### config.mk
export PLATFORM = sky130hd
export DESIGN_NAME = fetch_unit_flat
export DESIGN_NICKNAME = d
export VERILOG_FILES = /design/src/rtl/fetch_unit_if.sv /design/src/rtl/fetch_unit.sv /design/src/flat_wrapper.sv
export SDC_FILE = /design/constraint.sdc
export NUM_CORES = 1
export LEC_CHECK = 0
export BUFFER_PORTS_ARGS = -buffer_cell sky130_fd_sc_hd__buf_2
export CAP_MARGIN = 10
export CORE_UTILIZATION = 55
export DETAILED_ROUTE_END_ITERATION = 10
export GPL_ROUTABILITY_DRIVEN = 0
export PLACE_DENSITY = 0.92
export SLEW_MARGIN = 20
export SYNTH_ARGS = -nofsm -noshare
export SYNTH_HDL_FRONTEND = slang
export SYNTH_SLANG_ARGS = --single-unit
### constraint.sdc
create_clock -name clk -period 21.3 [get_ports clk]
set_input_delay 3.195 -clock clk [delete_from_list [all_inputs] [get_ports clk]]
set_output_delay 3.195 -clock clk [all_outputs]
set_load 0.05 [all_outputs]
### src/rtl/fetch_unit_if.sv
// Fetch-stage bus bundle: instruction-memory request/response, execute redirect
// and the decode-side valid/ready handshake.
interface fetch_unit_if #(
  parameter int PC_WIDTH   = 64,
  parameter int INST_WIDTH = 32
);
  logic                  req_valid;
  logic                  req_ready;
  logic [PC_WIDTH-1:0]   req_addr;
  logic                  resp_valid;
  logic [INST_WIDTH-1:0] resp_data;
  logic                  redirect_valid;
  logic [PC_WIDTH-1:0]   redirect_pc;
  logic                  out_valid;
  logic                  out_ready;
  logic [PC_WIDTH-1:0]   out_pc;
  logic [INST_WIDTH-1:0] out_inst;

  modport master (
    output req_valid, req_addr, out_valid, out_pc, out_inst,
    input  req_ready, resp_valid, resp_data, redirect_valid, redirect_pc, out_ready
  );

  modport slave (
    input  req_valid, req_addr, out_valid, out_pc, out_inst,
    output req_ready, resp_valid, resp_data, redirect_valid, redirect_pc, out_ready
  );
endinterface

### src/rtl/fetch_unit.sv
// Instruction-fetch stage: one outstanding memory read, small PC/instruction FIFO
// towards decode, and redirect handling that flushes buffered and in-flight fetches.
module fetch_unit #(
  parameter int                  PC_WIDTH   = 64,
  parameter int                  INST_WIDTH = 32,
  parameter logic [PC_WIDTH-1:0] RESET_PC   = 64'h0000_0000_8000_0000,
  parameter int                  DEPTH      = 2
) (
  input  logic          clk,
  input  logic          rst,
  fetch_unit_if.master  bus
);

  localparam int PTR_W = $clog2(DEPTH);
  localparam int CNT_W = $clog2(DEPTH + 1);

  localparam logic [CNT_W-1:0]    DEPTH_C = CNT_W'(DEPTH);
  localparam logic [CNT_W-1:0]    CNT_ZERO = {CNT_W{1'b0}};
  localparam logic [PTR_W-1:0]    PTR_ZERO = {PTR_W{1'b0}};
  localparam logic [PTR_W-1:0]    PTR_ONE  = PTR_W'(1'b1);
  localparam logic [PC_WIDTH-1:0] PC_STEP  = PC_WIDTH'(3'd4);

  typedef enum logic [1:0] {
    REQ   = 2'd0,
    WAIT  = 2'd1,
    DRAIN = 2'd2
  } fetchState_e;

  fetchState_e           state_r;
  fetchState_e           stateNext_s;
  logic [PC_WIDTH-1:0]   fetchPc_r;
  logic [PC_WIDTH-1:0]   fetchPcNext_s;
  logic [CNT_W-1:0]      count_r;
  logic [CNT_W-1:0]      countNext_s;
  logic [PTR_W-1:0]      wrPtr_r;
  logic [PTR_W-1:0]      wrPtrNext_s;
  logic [PTR_W-1:0]      rdPtr_r;
  logic [PTR_W-1:0]      rdPtrNext_s;
  logic                  reqValid_r;
  logic                  reqValidNext_s;
  logic                  nonEmpty_r;
  logic                  reqFire_s;
  logic                  pushEn_s;
  logic                  popEn_s;
  logic                  outValid_s;
  logic [PC_WIDTH-1:0]   redirectAligned_s;
  logic [PC_WIDTH-1:0]   pcMem_r   [DEPTH];
  logic [INST_WIDTH-1:0] instMem_r [DEPTH];

  // Handshake qualifiers; a redirect masks the head entry because it is being flushed.
  always_comb begin
    outValid_s        = nonEmpty_r & ~bus.redirect_valid;
    reqFire_s         = reqValid_r & bus.req_ready;
    pushEn_s          = (state_r == WAIT) & bus.resp_valid & ~bus.redirect_valid;
    popEn_s           = outValid_s & bus.out_ready;
    redirectAligned_s = {bus.redirect_pc[PC_WIDTH-1:2], 2'b00};
  end

  // Next-state logic: WAIT/DRAIN always return to REQ on a response, redirect only
  // changes the path when a request is (or stays) outstanding.
  always_comb begin
    stateNext_s = state_r;
    case (state_r)
      REQ: begin
        if (reqFire_s) begin
          stateNext_s = bus.redirect_valid ? DRAIN : WAIT;
        end else begin
          stateNext_s = REQ;
        end
      end
      WAIT: begin
        if (bus.resp_valid) begin
          stateNext_s = REQ;
        end else if (bus.redirect_valid) begin
          stateNext_s = DRAIN;
        end else begin
          stateNext_s = WAIT;
        end
      end
      DRAIN: begin
        if (bus.resp_valid) begin
          stateNext_s = REQ;
        end else begin
          stateNext_s = DRAIN;
        end
      end
      default: begin
        stateNext_s = REQ;
      end
    endcase
  end

  // Fetch PC and FIFO bookkeeping; redirect overrides any push or pop.
  always_comb begin
    fetchPcNext_s = fetchPc_r;
    countNext_s   = count_r;
    wrPtrNext_s   = wrPtr_r;
    rdPtrNext_s   = rdPtr_r;
    if (bus.redirect_valid) begin
      fetchPcNext_s = redirectAligned_s;
      countNext_s   = CNT_ZERO;
      wrPtrNext_s   = PTR_ZERO;
      rdPtrNext_s   = PTR_ZERO;
    end else begin
      if (pushEn_s) begin
        fetchPcNext_s = fetchPc_r + PC_STEP;
        wrPtrNext_s   = wrPtr_r + PTR_ONE;
      end else begin
        fetchPcNext_s = fetchPc_r;
      end
      if (popEn_s) begin
        rdPtrNext_s = rdPtr_r + PTR_ONE;
      end else begin
        rdPtrNext_s = rdPtr_r;
      end
      countNext_s = count_r + CNT_W'(pushEn_s) - CNT_W'(popEn_s);
    end
  end

  // Request-valid is computed from next state so it leaves a flop yet matches the
  // combinational "REQ and not full" definition cycle for cycle.
  always_comb begin
    reqValidNext_s = (stateNext_s == REQ) && (countNext_s < DEPTH_C);
  end

  // Control state register.
  always_ff @(posedge clk or posedge rst) begin
    if (rst) begin
      state_r    <= REQ;
      fetchPc_r  <= RESET_PC;
      count_r    <= CNT_ZERO;
      wrPtr_r    <= PTR_ZERO;
      rdPtr_r    <= PTR_ZERO;
      reqValid_r <= 1'b0;
      nonEmpty_r <= 1'b0;
    end else begin
      state_r    <= stateNext_s;
      fetchPc_r  <= fetchPcNext_s;
      count_r    <= countNext_s;
      wrPtr_r    <= wrPtrNext_s;
      rdPtr_r    <= rdPtrNext_s;
      reqValid_r <= reqValidNext_s;
      nonEmpty_r <= (countNext_s != CNT_ZERO);
    end
  end

  // FIFO storage; entries are cleared on reset so the head reads zero when idle.
  always_ff @(posedge clk or posedge rst) begin
    if (rst) begin
      for (int i = 0; i < DEPTH; i++) begin
        pcMem_r[i]   <= {PC_WIDTH{1'b0}};
        instMem_r[i] <= {INST_WIDTH{1'b0}};
      end
    end else begin
      if (pushEn_s) begin
        pcMem_r[wrPtr_r]   <= fetchPc_r;
        instMem_r[wrPtr_r] <= bus.resp_data;
      end
    end
  end

  assign bus.req_valid = reqValid_r;
  assign bus.req_addr  = fetchPc_r;
  assign bus.out_valid = outValid_s;
  assign bus.out_pc    = pcMem_r[rdPtr_r];
  assign bus.out_inst  = instMem_r[rdPtr_r];

endmodule

### src/flat_wrapper.sv
// flat-port wrapper written by rule: the top's interface ports become plain ports
module fetch_unit_flat 
#(
  parameter int                  PC_WIDTH   = 64,
  parameter int                  INST_WIDTH = 32,
  parameter logic [PC_WIDTH-1:0] RESET_PC   = 64'h0000_0000_8000_0000,
  parameter int                  DEPTH      = 2
)
  (clk, rst, bus_req_valid, bus_req_addr, bus_out_valid, bus_out_pc, bus_out_inst, bus_req_ready, bus_resp_valid, bus_resp_data, bus_redirect_valid, bus_redirect_pc, bus_out_ready);
  fetch_unit_if #(.PC_WIDTH(PC_WIDTH), .INST_WIDTH(INST_WIDTH)) bus_i ();
  input  logic clk;
  input  logic rst;
  output wire logic [$bits(bus_i.req_valid)-1:0] bus_req_valid;
  output wire logic [$bits(bus_i.req_addr)-1:0] bus_req_addr;
  output wire logic [$bits(bus_i.out_valid)-1:0] bus_out_valid;
  output wire logic [$bits(bus_i.out_pc)-1:0] bus_out_pc;
  output wire logic [$bits(bus_i.out_inst)-1:0] bus_out_inst;
  input wire logic [$bits(bus_i.req_ready)-1:0] bus_req_ready;
  input wire logic [$bits(bus_i.resp_valid)-1:0] bus_resp_valid;
  input wire logic [$bits(bus_i.resp_data)-1:0] bus_resp_data;
  input wire logic [$bits(bus_i.redirect_valid)-1:0] bus_redirect_valid;
  input wire logic [$bits(bus_i.redirect_pc)-1:0] bus_redirect_pc;
  input wire logic [$bits(bus_i.out_ready)-1:0] bus_out_ready;
  assign bus_req_valid = bus_i.req_valid;
  assign bus_req_addr = bus_i.req_addr;
  assign bus_out_valid = bus_i.out_valid;
  assign bus_out_pc = bus_i.out_pc;
  assign bus_out_inst = bus_i.out_inst;
  assign bus_i.req_ready = bus_req_ready;
  assign bus_i.resp_valid = bus_resp_valid;
  assign bus_i.resp_data = bus_resp_data;
  assign bus_i.redirect_valid = bus_redirect_valid;
  assign bus_i.redirect_pc = bus_redirect_pc;
  assign bus_i.out_ready = bus_out_ready;
  fetch_unit #(.PC_WIDTH(PC_WIDTH), .INST_WIDTH(INST_WIDTH), .RESET_PC(RESET_PC), .DEPTH(DEPTH)) u_core (.clk(clk), .rst(rst), .bus(bus_i));
endmodule
Word level (Yosys, flattened, before mapping)

Index checks and enable logic that the tools add are counted.

Register bits: 264
Input bits: 102
Word-level logic and storage cells: 61

Add/sub/neg operators: 5
$lt $le $gt $ge: 4
Eq/ne operators: 2
Mux-type cells: 24
Bitwise operators: 8
Reductions and logical operators: 7

Operators by type and width:

| cell                    | number |
|---|---|
| $mux W64                | 6 |
| $bwmux W128             | 1 |
| $mux W32                | 4 |
| $add A64 B3 Y64 const B | 1 |
| $bwmux W64              | 1 |
| $demux W64 S1           | 1 |
| $demux W32 S1           | 1 |
| $mux W2                 | 5 |
| $pmux W2 S3             | 1 |
| $reduce_bool A2 Y1      | 3 |
| $and A1 B1 Y1           | 5 |
| $ge A2 B2 Y1 const B    | 2 |
| $logic_not A2 Y1        | 2 |
| $mux W1                 | 4 |
| $not A1 Y2              | 2 |
| $add A1 B1 Y1 const B   | 2 |
| $add A2 B1 Y2           | 1 |
| $eq A2 B1 Y1 const B    | 1 |
| $eq A2 B2 Y1 const B    | 1 |
| $logic_and A1 B1 Y1     | 2 |
| $lt A2 B1 Y1 const B    | 1 |
| $lt A2 B2 Y1 const B    | 1 |
| $sub A2 B1 Y2           | 1 |
| $not A1 Y1              | 1 |

Depth between registers and ports, before layout

Word-level depth: 8
Mapped depth: 10
Mapped depth without buffers: 8

Least setup slack after synthesis

Ideal clock, no wire load.

Path type: input to output
Start point: input port bus_redirect_valid
End point: output port bus_out_valid
Data arrival time: 4.315 ns
Data required time: 18.105 ns
Slack: 13.790 ns
Stages on the path: 3
Path buffers: 2
Cells stage by stage: clkbuf_1 -> clkbuf_1 -> nor2b_1

Cells in the longest elaborated chain, start to end: 2

Ends and longest elaborated chain:

| item               | line               | RTL |
|---|---|---|
| start: declaration | flat_wrapper.sv:21 | `input wire logic [$bits(bus_i.redirect_valid)-1:0] bus_redirect_valid;` |
| $not A1 Y1         | fetch_unit.sv:52   | `outValid_s = nonEmpty_r & ~bus.redirect_valid;` |
| $and A1 B1 Y1      | fetch_unit.sv:52   |  |
| end: declaration   | flat_wrapper.sv:15 | `output wire logic [$bits(bus_i.out_valid)-1:0] bus_out_valid;` |

No other way between the ends.

Worst setup path in the final report

Ends and elaborated chain as after synthesis.

==> flow_summary.toml <==
[power_and_ir_drop]
ir_drop_v = 0.0000958
p_sw_frac = 0.405
combinationalPowerShare = 0.386
power_density_mw_per_mm2 = 133
p_int_mw = 1.15
power_mw = 1.94
clockPowerShare = 0.255
switchingPower_mw = 0.784
pwr-share-seq = 0.359
p_leak_nw = 6.91

[die]
coreArea_mm2 = 0.0213
io_pins = 264
start_util = 0.570
fp-row-count = 53
fp.dieArea_mm2 = 0.0226
die_h_um = 150
fp.dieW_um = 150

[global_route]
grt_antenna_before_repair = 1
grt_overflow = 0
grt_usage = 0.266
grt_pass1_wl_mm = 47.3
grt_max_degree = 104
grt_pass1_vias = 9179

[yosys]
synth.distinct_cells = 51
yosysWarnings = 0
synth_area_leaders = "dfrtp_1 53%, mux2_2 26%, o21ai_0 2.2%"
synth_seq_cells = 258
yosys.area.top_type = "dfrtp_1"
synth.cell_area_mm2 = 0.0121
synth_flop_cell = "dfrtp_1"
synth_edf_count = 0
syn_avg_cell_area_um2 = 12.5
syn_inst = 970
yosysTopAreaCellShare = 0.530
async_flop_share = 1.00
synth-seq-area-share = 0.533

[detailed_routing]
drt_iter0_markers = 433
vias_per_cell = 5.89
wire_per_inst_um = 19.9
first_pass_iters = 5
vias = 8881
drtAntennaViolNets = 0
routed_wl_mm = 30.0
drc = 0

[cells_and_area]
finish.utilization = 0.684
fillers = 1463
drive_gt1_frac = 0.500
area_growth_pct = 20.1
num-nets-final = 1315
design_area_mm2 = 0.0146

[critical_path]
cp-start-kind = "input pin"
cp-startpoint = "bus_redirect_valid"
cp_top_family = "buffers and inverters"
regToRegSetupSlack_ns = 18.54
path_cells = "buf_2 -> nor2b_1 -> buf_2"
max_stage_delay_ns = 0.31
timing.rr.end = "u_core.pcMem_r[56]$_DFFE_PP0P_"
cp.required_ns = 18.11
path_buf_inv = 2
cp_max_fo = 2
crit_type = "input pin to primary output"
cp_common_cell = "buf_2"
rr_startpoint = "u_core.state_r[1]$_DFF_PP0_"
cp-endpoint = "bus_out_valid"
cp.arrival_ns = 3.79
slowest_stage = "buf_2"
r2r_cells = 5
crit_cells = 3
critPathCaptureType = "primary output"

[job]
maxCapViolCount = 0

[clock_network]
hold_buffers = 0
ctsResizeCount = 0
cts_setup_buffers = 0
clk_path_buf_depth = 3
root_buffer = "clkbuf_16"
cts_tree = "built"
cts.sinks = 258
cts_max_level = 1
numCtsBuffers = 27
clkSlewWorstSetupHoldPaths_ns = 0.06
clock_latency_ns = 0.53

[place]
placed_cell_area_mm2 = 0.0136
port_buffers = 257
hpwl_mm = 19.9
place_ws_ns = 14.31

[status]
outcome = "completed"

[worst_hold_path]
hold_class = "register to register"

[timing]
rsz0062_at_grt = "no"
hold_viol = 0
min_period_ns = 6.99
skew_ns = 0.0188
worst_pin_slew_ns = 0.984
layout_setup_ws_ns = 14.31
slew_headroom = 0.344
setup_tns_ns = 0
slew_violations = 0
setup_viol = 0
finalCritPeriodShare = 0.328
max_freq_ghz = 0.143
[synth_stat cells (all sizes together), types with 15 or more instances]
cell    instances
buf            28
a31oi          16
o21ai          54
nor2           29
or3            15
xnor2          17
nand4          46
mux2          282
nand2          68
xor2           26
clkbuf         31
nand3          16
nor4           15
dfrtp         257
[worst reg2reg max path, cell delays in order, from the launching register on]
cell and delay, ns:
dfrtp_1 0.41, nand3b_2 0.30, nor2_1 0.16, nand2_4 0.51, buf_4 0.73, mux2_2 0.52
[metrics by stage]
| step | hold WS (ns) | std cells |
|---|---|---|
| 2_1_floorplan | 0.444 | 973 |
| 3_3_place_gp | 0.458 | 1456 |
| 3_5_place_dp | 0.470 | 1456 |
| 4_1_cts | 0.484 | 1506 |
| 5_1_grt | 0.511 | 1506 |
| 6_report | 0.485 | 1507 |
[layout by cell type, fill, tap and decap left out, drive strengths merged, types with 16 or more instances in the layout]
master,netlist,layout
xnor2,17,17
nand2,68,68
clkbuf,31,41
a31oi,16,16
dfrtp,257,257
mux2,282,282
xor2,26,26
nor2,29,29
o21ai,54,54
buf,28,267
nand3,16,16
nand4,46,46
[power groups by stage]
stage	Sequential, mW	Clock [mW]	Combinational [mW]
after floorplan	0.714	0	0.569
after global placement	0.689	0	0.734
after detailed placement	0.702	0	0.748
after CTS	0.694	0.503	0.752
after global routing	0.711	0.523	0.784
final	0.696	0.493	0.748
[registers in the layout, indices dropped and copies added (netlist names)]
register	cells
u_core.rdPtr_r	1
u_core.bus.req_valid	1
u_core.nonEmpty_r	1
u_core.bus.req_addr	62
u_core.count_r	2
u_core.pcMem_r	124
u_core.wrPtr_r	1
u_core.instMem_r	64
u_core.state_r	2
[cells by family after synthesis]
logic type / synth area share
other cells: 0.000309
simple gates: 0.107
buf+inv: 0.0233
compound gates: 0.0400
mux: 0.263
fa+ha+maj: 0.00310
flops: 0.533
xor+xnor: 0.0311
[cell type report]
type                    count  area [µm²]  share of cell area
diodes                      1        2.50            0.000172
clock buffers              41         818              0.0562
clock inverters             9         129             0.00885
inverters                   8        37.5             0.00258
multi-input cells         648        5410               0.371
flip-flops and latches    258        6460               0.444
well taps                 275         344              0.0236
repair buffers            267        1370              0.0937
[worst min path at each step]
stage          slack (ns)                           start                              to  cells after the start
5_1_grt              0.51  u_core.pcMem_r[61]$_DFFE_PP0P_  u_core.pcMem_r[61]$_DFFE_PP0P_                      1
3_3_place_gp         0.46  u_core.pcMem_r[24]$_DFFE_PP0P_  u_core.pcMem_r[24]$_DFFE_PP0P_                      2
2_1_floorplan        0.44  u_core.pcMem_r[24]$_DFFE_PP0P_  u_core.pcMem_r[24]$_DFFE_PP0P_                      2
4_1_cts              0.48  u_core.pcMem_r[49]$_DFFE_PP0P_  u_core.pcMem_r[49]$_DFFE_PP0P_                      2
3_5_place_dp         0.47  u_core.pcMem_r[49]$_DFFE_PP0P_  u_core.pcMem_r[49]$_DFFE_PP0P_                      2
6_report             0.48  u_core.pcMem_r[49]$_DFFE_PP0P_  u_core.pcMem_r[49]$_DFFE_PP0P_                      2
[routing by layer]
metal | vias to the layer above | routed length [µm] | GRT usage
met3 | 75 | 2680 | 0.0661
li1 | 4003 | - | -
met2 | 357 | 14700 | 0.452
met1 | 4446 | 11700 | 0.326
met4 | 0 | 954 | 0.0960
met5 | - | 0 | 0
Power figures use the tool's default switching activity.
